File: config.mk
export PLATFORM = sky130hd
export DESIGN_NAME = pso_fit_issuer
export DESIGN_NICKNAME = d
export VERILOG_FILES = /design/src/rtl/pso_pkg.sv /design/src/rtl/pso_fit_mul.sv /design/src/rtl/pso_fit_issuer.sv
export SDC_FILE = /design/constraint.sdc
export NUM_CORES = 1
export LEC_CHECK = 0
export ABC_CLOCK_PERIOD_IN_PS = 6800
export BUFFER_PORTS_ARGS = -buffer_cell sky130_fd_sc_hd__clkbuf_2
export CAP_MARGIN = 20
export CORE_ASPECT_RATIO = 1.1
export CORE_MARGIN = 1
export CORE_UTILIZATION = 40
export DETAILED_ROUTE_END_ITERATION = 10
export HOLD_SLACK_MARGIN = 0.05
export SLEW_MARGIN = 20
export SYNTH_ARGS = -nofsm -noshare
export SYNTH_HDL_FRONTEND = slang
export SYNTH_SLANG_ARGS = --single-unit
File: constraint.sdc
create_clock -name clk_P -period 6.8 [get_ports clk_P]
set_input_delay 0.68 -clock clk_P [delete_from_list [all_inputs] [get_ports clk_P]]
set_output_delay 0.68 -clock clk_P [all_outputs]
set_load 0.03 [all_outputs]
File: src/rtl/pso_pkg.sv
// Shared types for the PSO fitness producer: phase tags, FSM states and the default data width.
package pso_pkg;

  localparam int W_DEF = 16;
  localparam int IDX_W = 4;

  typedef enum logic [1:0] {
    PH_IDLE  = 2'd0,
    PH_FIRST = 2'd1,
    PH_MID   = 2'd2,
    PH_LAST  = 2'd3
  } phase_t;

  typedef enum logic [2:0] {
    ST_IDLE,
    ST_APPLY,
    ST_SAMPLE,
    ST_CALC,
    ST_ISSUE,
    ST_STROBE,
    ST_FIN
  } state_t;

  // With only two particles the second one is tagged last, so no mid phase appears.
  function automatic phase_t phase_of(input logic [IDX_W-1:0] idx,
                                      input logic [IDX_W-1:0] last_idx);
    if (idx == '0) return PH_FIRST;
    else if (idx == last_idx) return PH_LAST;
    else return PH_MID;
  endfunction

endpackage

File: src/rtl/pso_fit_mul.sv
// Registered fitness unit: P = (V*I) >> SHIFT, saturated to W bits, loaded when en is high.
module pso_fit_mul
  import pso_pkg::*;
#(
  parameter int W     = W_DEF,
  parameter int SHIFT = 16
) (
  input  logic         clk_P,
  input  logic         reset,
  input  logic         en,
  input  logic [W-1:0] v,
  input  logic [W-1:0] i,
  output logic [W-1:0] p
);

  logic [2*W-1:0] prod;
  logic [2*W-1:0] q;
  logic [W-1:0]   p_next;

  always_comb begin
    prod   = {{W{1'b0}}, v} * {{W{1'b0}}, i};
    q      = prod >> SHIFT;
    p_next = (|q[2*W-1:W]) ? {W{1'b1}} : q[W-1:0];
  end

  always_ff @(posedge clk_P) begin
    if (!reset) begin
      p <= '0;
    end else if (en) begin
      p <= p_next;
    end
  end

endmodule

File: src/rtl/pso_fit_issuer.sv
// Sweeps NP particle duties: apply, settle, sample V/I, then issue saturated fitness with
// first/mid/last tags to the gbest tracker; ena trails the data by one cycle.
module pso_fit_issuer
  import pso_pkg::*;
#(
  parameter int NP     = 3,
  parameter int W      = W_DEF,
  parameter int SETTLE = 16,
  parameter int SHIFT  = 16
) (
  input  logic            clk_P,
  input  logic            reset,
  input  logic            start,
  input  logic [NP*W-1:0] duty_tab,
  output logic [W-1:0]    duty_out,
  output logic            adc_req,
  input  logic            adc_ack,
  input  logic [W-1:0]    v_in,
  input  logic [W-1:0]    i_in,
  output logic [W-1:0]    p_fit,
  output logic [1:0]      addr,
  output logic            ena,
  output logic            busy,
  output logic            done
);

  localparam int               CW          = (SETTLE > 1) ? $clog2(SETTLE) : 1;
  localparam logic [IDX_W-1:0] LAST_IDX    = IDX_W'(NP - 1);
  localparam logic [CW-1:0]    SETTLE_LOAD = CW'(SETTLE - 1);

  state_t           state;
  logic [IDX_W-1:0] idx;
  logic [IDX_W-1:0] next_idx;
  logic [CW-1:0]    cnt;
  logic [W-1:0]     v_q;
  logic [W-1:0]     i_q;

  assign next_idx = idx + 1'b1;

  // The multiplier register is the CALC stage; its output is p_fit directly.
  pso_fit_mul #(
    .W     (W),
    .SHIFT (SHIFT)
  ) u_mul (
    .clk_P (clk_P),
    .reset (reset),
    .en    (state == ST_CALC),
    .v     (v_q),
    .i     (i_q),
    .p     (p_fit)
  );

  always_ff @(posedge clk_P) begin
    if (!reset) begin
      state    <= ST_IDLE;
      idx      <= '0;
      cnt      <= '0;
      duty_out <= '0;
      adc_req  <= 1'b0;
      v_q      <= '0;
      i_q      <= '0;
      addr     <= PH_IDLE;
      ena      <= 1'b0;
      busy     <= 1'b0;
      done     <= 1'b0;
    end else begin
      ena  <= 1'b0;
      done <= 1'b0;
      case (state)
        ST_IDLE: begin
          if (start) begin
            idx      <= '0;
            busy     <= 1'b1;
            duty_out <= duty_tab[W-1:0];
            cnt      <= SETTLE_LOAD;
            state    <= ST_APPLY;
          end
        end
        ST_APPLY: begin
          if (cnt == '0) begin
            adc_req <= 1'b1;
            state   <= ST_SAMPLE;
          end else begin
            cnt <= cnt - 1'b1;
          end
        end
        ST_SAMPLE: begin
          if (adc_ack) begin
            v_q     <= v_in;
            i_q     <= i_in;
            adc_req <= 1'b0;
            state   <= ST_CALC;
          end
        end
        // Tag lands together with the new fitness so both are stable during ISSUE.
        ST_CALC: begin
          addr  <= phase_of(idx, LAST_IDX);
          state <= ST_ISSUE;
        end
        ST_ISSUE: begin
          ena   <= 1'b1;
          state <= ST_STROBE;
        end
        ST_STROBE: begin
          if (idx == LAST_IDX) begin
            busy  <= 1'b0;
            done  <= 1'b1;
            addr  <= PH_IDLE;
            state <= ST_FIN;
          end else begin
            idx      <= next_idx;
            duty_out <= duty_tab[W*int'(next_idx) +: W];
            cnt      <= SETTLE_LOAD;
            state    <= ST_APPLY;
          end
        end
        ST_FIN: begin
          state <= ST_IDLE;
        end
        default: begin
          state <= ST_IDLE;
        end
      endcase
    end
  end

endmodule
==> results.json <==
{
  "status": "completed",
  "final_antenna_net_count": 0,
  "critPathKind": "flip-flop to flip-flop",
  "whs_path_depth": 2,
  "syn_nets": 1729,
  "grt_use_total_pct": 22.0,
  "maxSlewViolCount": 0,
  "placed_cell_area_sq_mm": 0.0124,
  "ios": 122,
  "path_delay_family": "adder cells",
  "powerDensity_mw_per_mm2": 94.9,
  "finalNetCount": 1809,
  "globalplace.congestion": 0.848,
  "critPathMostFrequentCell": "fa_1",
  "rows": 64,
  "synth_cell_types": 54,
  "clock_tree.buffer_depth": 2,
  "synth_edf_count": 0,
  "syn_area_sq_mm": 0.0114,
  "finalSetupViolCount": 0,
  "vias": 9132,
  "hold_path_class": "flip-flop to flip-flop",
  "start_util_pct": 40.8,
  "numCtsBuffers": 9,
  "hold_ws_ns": 0.447,
  "ys_seq_area_share_pct": 14.2,
  "core_region_area_sq_mm": 0.0279,
  "tritoncts": "done",
  "die_area_sq_mm": 0.0292,
  "hold_buffers": 0,
  "drc": 0,
  "fillers": 2770,
  "synth_flop_cell": "dfxtp_1",
  "slew_headroom_pct": 35.5,
  "crit_path_end_kind": "flip-flop",
  "via_per_inst": 5.09,
  "fin_crit_sh_pct": 95.3,
  "crit_path_max_fanout": 10,
  "place_inst": 1779,
  "r2r_cells": 20,
  "cts_root_buf": "clkbuf_16",
  "tns_ns": 0,
  "clk_latency_ns": 0.36,
  "utilization_pct": 45.3,
  "fp.dieW_um": 163,
  "cp.depth": 20,
  "dieHeight_um": 179,
  "routedWlPerCell_um": 16.5,
  "hpwl_um": 23700,
  "grt_pass1_wl_um": 49900,
  "vdd_ir_drop_max_v": 0.000156,
  "drtIter0Drc": 342,
  "synth_cells": 1347,
  "synthToLayoutAreaGrowth_pct": 11.0,
  "antenna_found_initial": 0,
  "cp.arrival_ns": 6.71,
  "period_minus_slack_ns": 6.48,
  "path_buf_inv": 4,
  "synthArstFlopShare_pct": 0,
  "routed_wirelength_um": 29600,
  "tightest_slew_ns": 0.965,
  "grt_max_degree": 70,
  "cts.sinks": 81,
  "drive_gt1_share_pct": 12.0,
  "syn_area_per_cell_sq_um": 8.47,
  "io_buffer_count": 121,
  "p_leak_uw": 0.00632,
  "grt_pass1_vias": 9776,
  "clk_pin_slew_ns": 0.07,
  "fmax_mhz": 154,
  "fin_cells": 1795,
  "num_antenna_cells": 0,
  "rsz0062_at_grt": "false",
  "finClkSkew_ns": 0.0117,
  "cts_resized": 0,
  "dr.pass1.iters": 5,
  "grt_overflow": 0,
  "crit_path_cell_trace": "buf_4 -> nand2_1 -> fa_1 -> inv_1 -> fa_1 -> fa_1 -> fa_1 -> fa_1 -> inv_1 -> fa_1 -> inv_1 -> ha_1 -> a21oi_1 -> o21ai_1 -> a2111o_1 -> a21oi_4 -> o31ai_2 -> a21o_1 -> a211oi_1 -> o41ai_1",
  "ys_seq_elements": 81,
  "max_cap_viol_count": 0,
  "crit_required_ns": 7.03,
  "fin_area_sq_mm": 0.0127,
  "post_cts_buffers": 0,
  "slowest_delay_ns": 0.57,
  "cts.htree.levels": 3,
  "finalHoldViolations": 0,
  "critPathLaunchType": "flip-flop",
  "ys_warn_count": 0,
  "cpMaxStageDelayCell": "fa_1"
}
## report_power, final
part           internal, uW  switching [uW]
combinational          65.3             105
clock                   266             231
sequential              497            36.5
## worst paths after layout
path                       startpoint                       end  slack, ns
max reg2reg       i_q[7]$_SDFFE_PN0P_  u_mul.p[12]$_SDFFE_PN0P_       0.32
min reg2reg  u_mul.p[15]$_SDFFE_PN0P_  u_mul.p[15]$_SDFFE_PN0P_       0.45
min          u_mul.p[15]$_SDFFE_PN0P_  u_mul.p[15]$_SDFFE_PN0P_       0.45
max               i_q[7]$_SDFFE_PN0P_  u_mul.p[12]$_SDFFE_PN0P_       0.32
## worst register-to-register path: stages (launching register included)
cell and delay, ns:
dfxtp_1 0.55, buf_4 0.29, nand2_1 0.11, fa_1 0.56, inv_1 0.06, fa_1 0.50
fa_1 0.57, fa_1 0.43, fa_1 0.49, inv_1 0.05, fa_1 0.48, inv_1 0.04
ha_1 0.34, a21oi_1 0.29, o21ai_1 0.15, a2111o_1 0.40, a21oi_4 0.26, o31ai_2 0.17
a21o_1 0.23, a211oi_1 0.27, o41ai_1 0.11
## per-stage QoR
| step | setup WS [ns] | power [uW] |
|---|---|---|
| detailed placement | 0.284 | 714 |
| CTS | 0.283 | 1220 |
| floorplan | 0.874 | 641 |
| finish | 0.319 | 1200 |
| global route | 0.00317 | 1250 |
| global placement | 0.357 | 713 |
## cell usage in the layout (no fill, tap or decap), drive strengths merged, types with 8 or more instances in the layout
master  instances
nor3            8
nand2         265
nor2           25
o221ai         17
o21ai          33
ha            105
a21oi          92
xor2            8
inv           236
and2          114
buf            20
clkbuf        131
nand3          13
fa            193
dfxtp          81
## per-layer routing
layer / up-vias / part of all wire [%] / GRT usage, %
li1: 4361 / - / -
met1: 4532 / 42 / 27.1
met2: 202 / 52 / 40.6
met3: 37 / 3.6 / 2.43
met4: 0 / 2.1 / 5.37
met5: - / 0 / 0
## cell usage after synthesis, drive strengths merged (3+ instances only)
| cell | instances | area share [%] |
|---|---|---|
| xor2 | 8 | 0.61 |
| clkbuf | 70 | 2.3 |
| fa | 193 | 34 |
| and3 | 7 | 0.38 |
| a31oi | 6 | 0.38 |
| nand3 | 13 | 0.57 |
| or3 | 5 | 0.27 |
| nor2 | 25 | 0.82 |
| nand4 | 5 | 0.27 |
| o221ai | 17 | 1.3 |
| dfxtp | 81 | 14 |
| a211oi | 7 | 0.50 |
| o211ai | 7 | 0.46 |
| xnor2 | 7 | 0.54 |
| nand2 | 265 | 8.7 |
| inv | 231 | 7.6 |
| nor3 | 8 | 0.35 |
| o21bai | 4 | 0.26 |
| o21ai | 33 | 1.5 |
| a21o | 7 | 0.46 |
| and2 | 114 | 6.3 |
| nand2b | 3 | 0.16 |
| a21oi | 92 | 4.1 |
| ha | 105 | 12 |
## registers in the layout (all words and copies together) (netlist names)
name      count
done          1
state         3
u_mul.p      16
cnt           4
duty_out     16
v_q          16
idx           4
busy          1
ena           1
adc_req       1
i_q          16
addr          2
## cell families after synthesis
| family | Yosys count | synth area share [%] |
|---|---|---|
| xor+xnor | 15 | 1.15 |
| buf+inv | 303 | 10.0 |
| compound gates | 191 | 10.4 |
| fa+ha+maj | 298 | 45.4 |
| flops | 81 | 14.2 |
| simple gates | 457 | 18.6 |
| mux | 2 | 0.176 |
## area by class of cell
class	count	area [sq um]	area share (%)
clock inverters	6	55.1	0.435
well taps	363	454	3.59
flip-flops and latches	81	1630	12.9
inverters	231	867	6.85
repair buffers	141	768	6.07
multi-input cells	963	8650	68.3
clock buffers	10	239	1.89
Power figures use the tool's default switching activity.
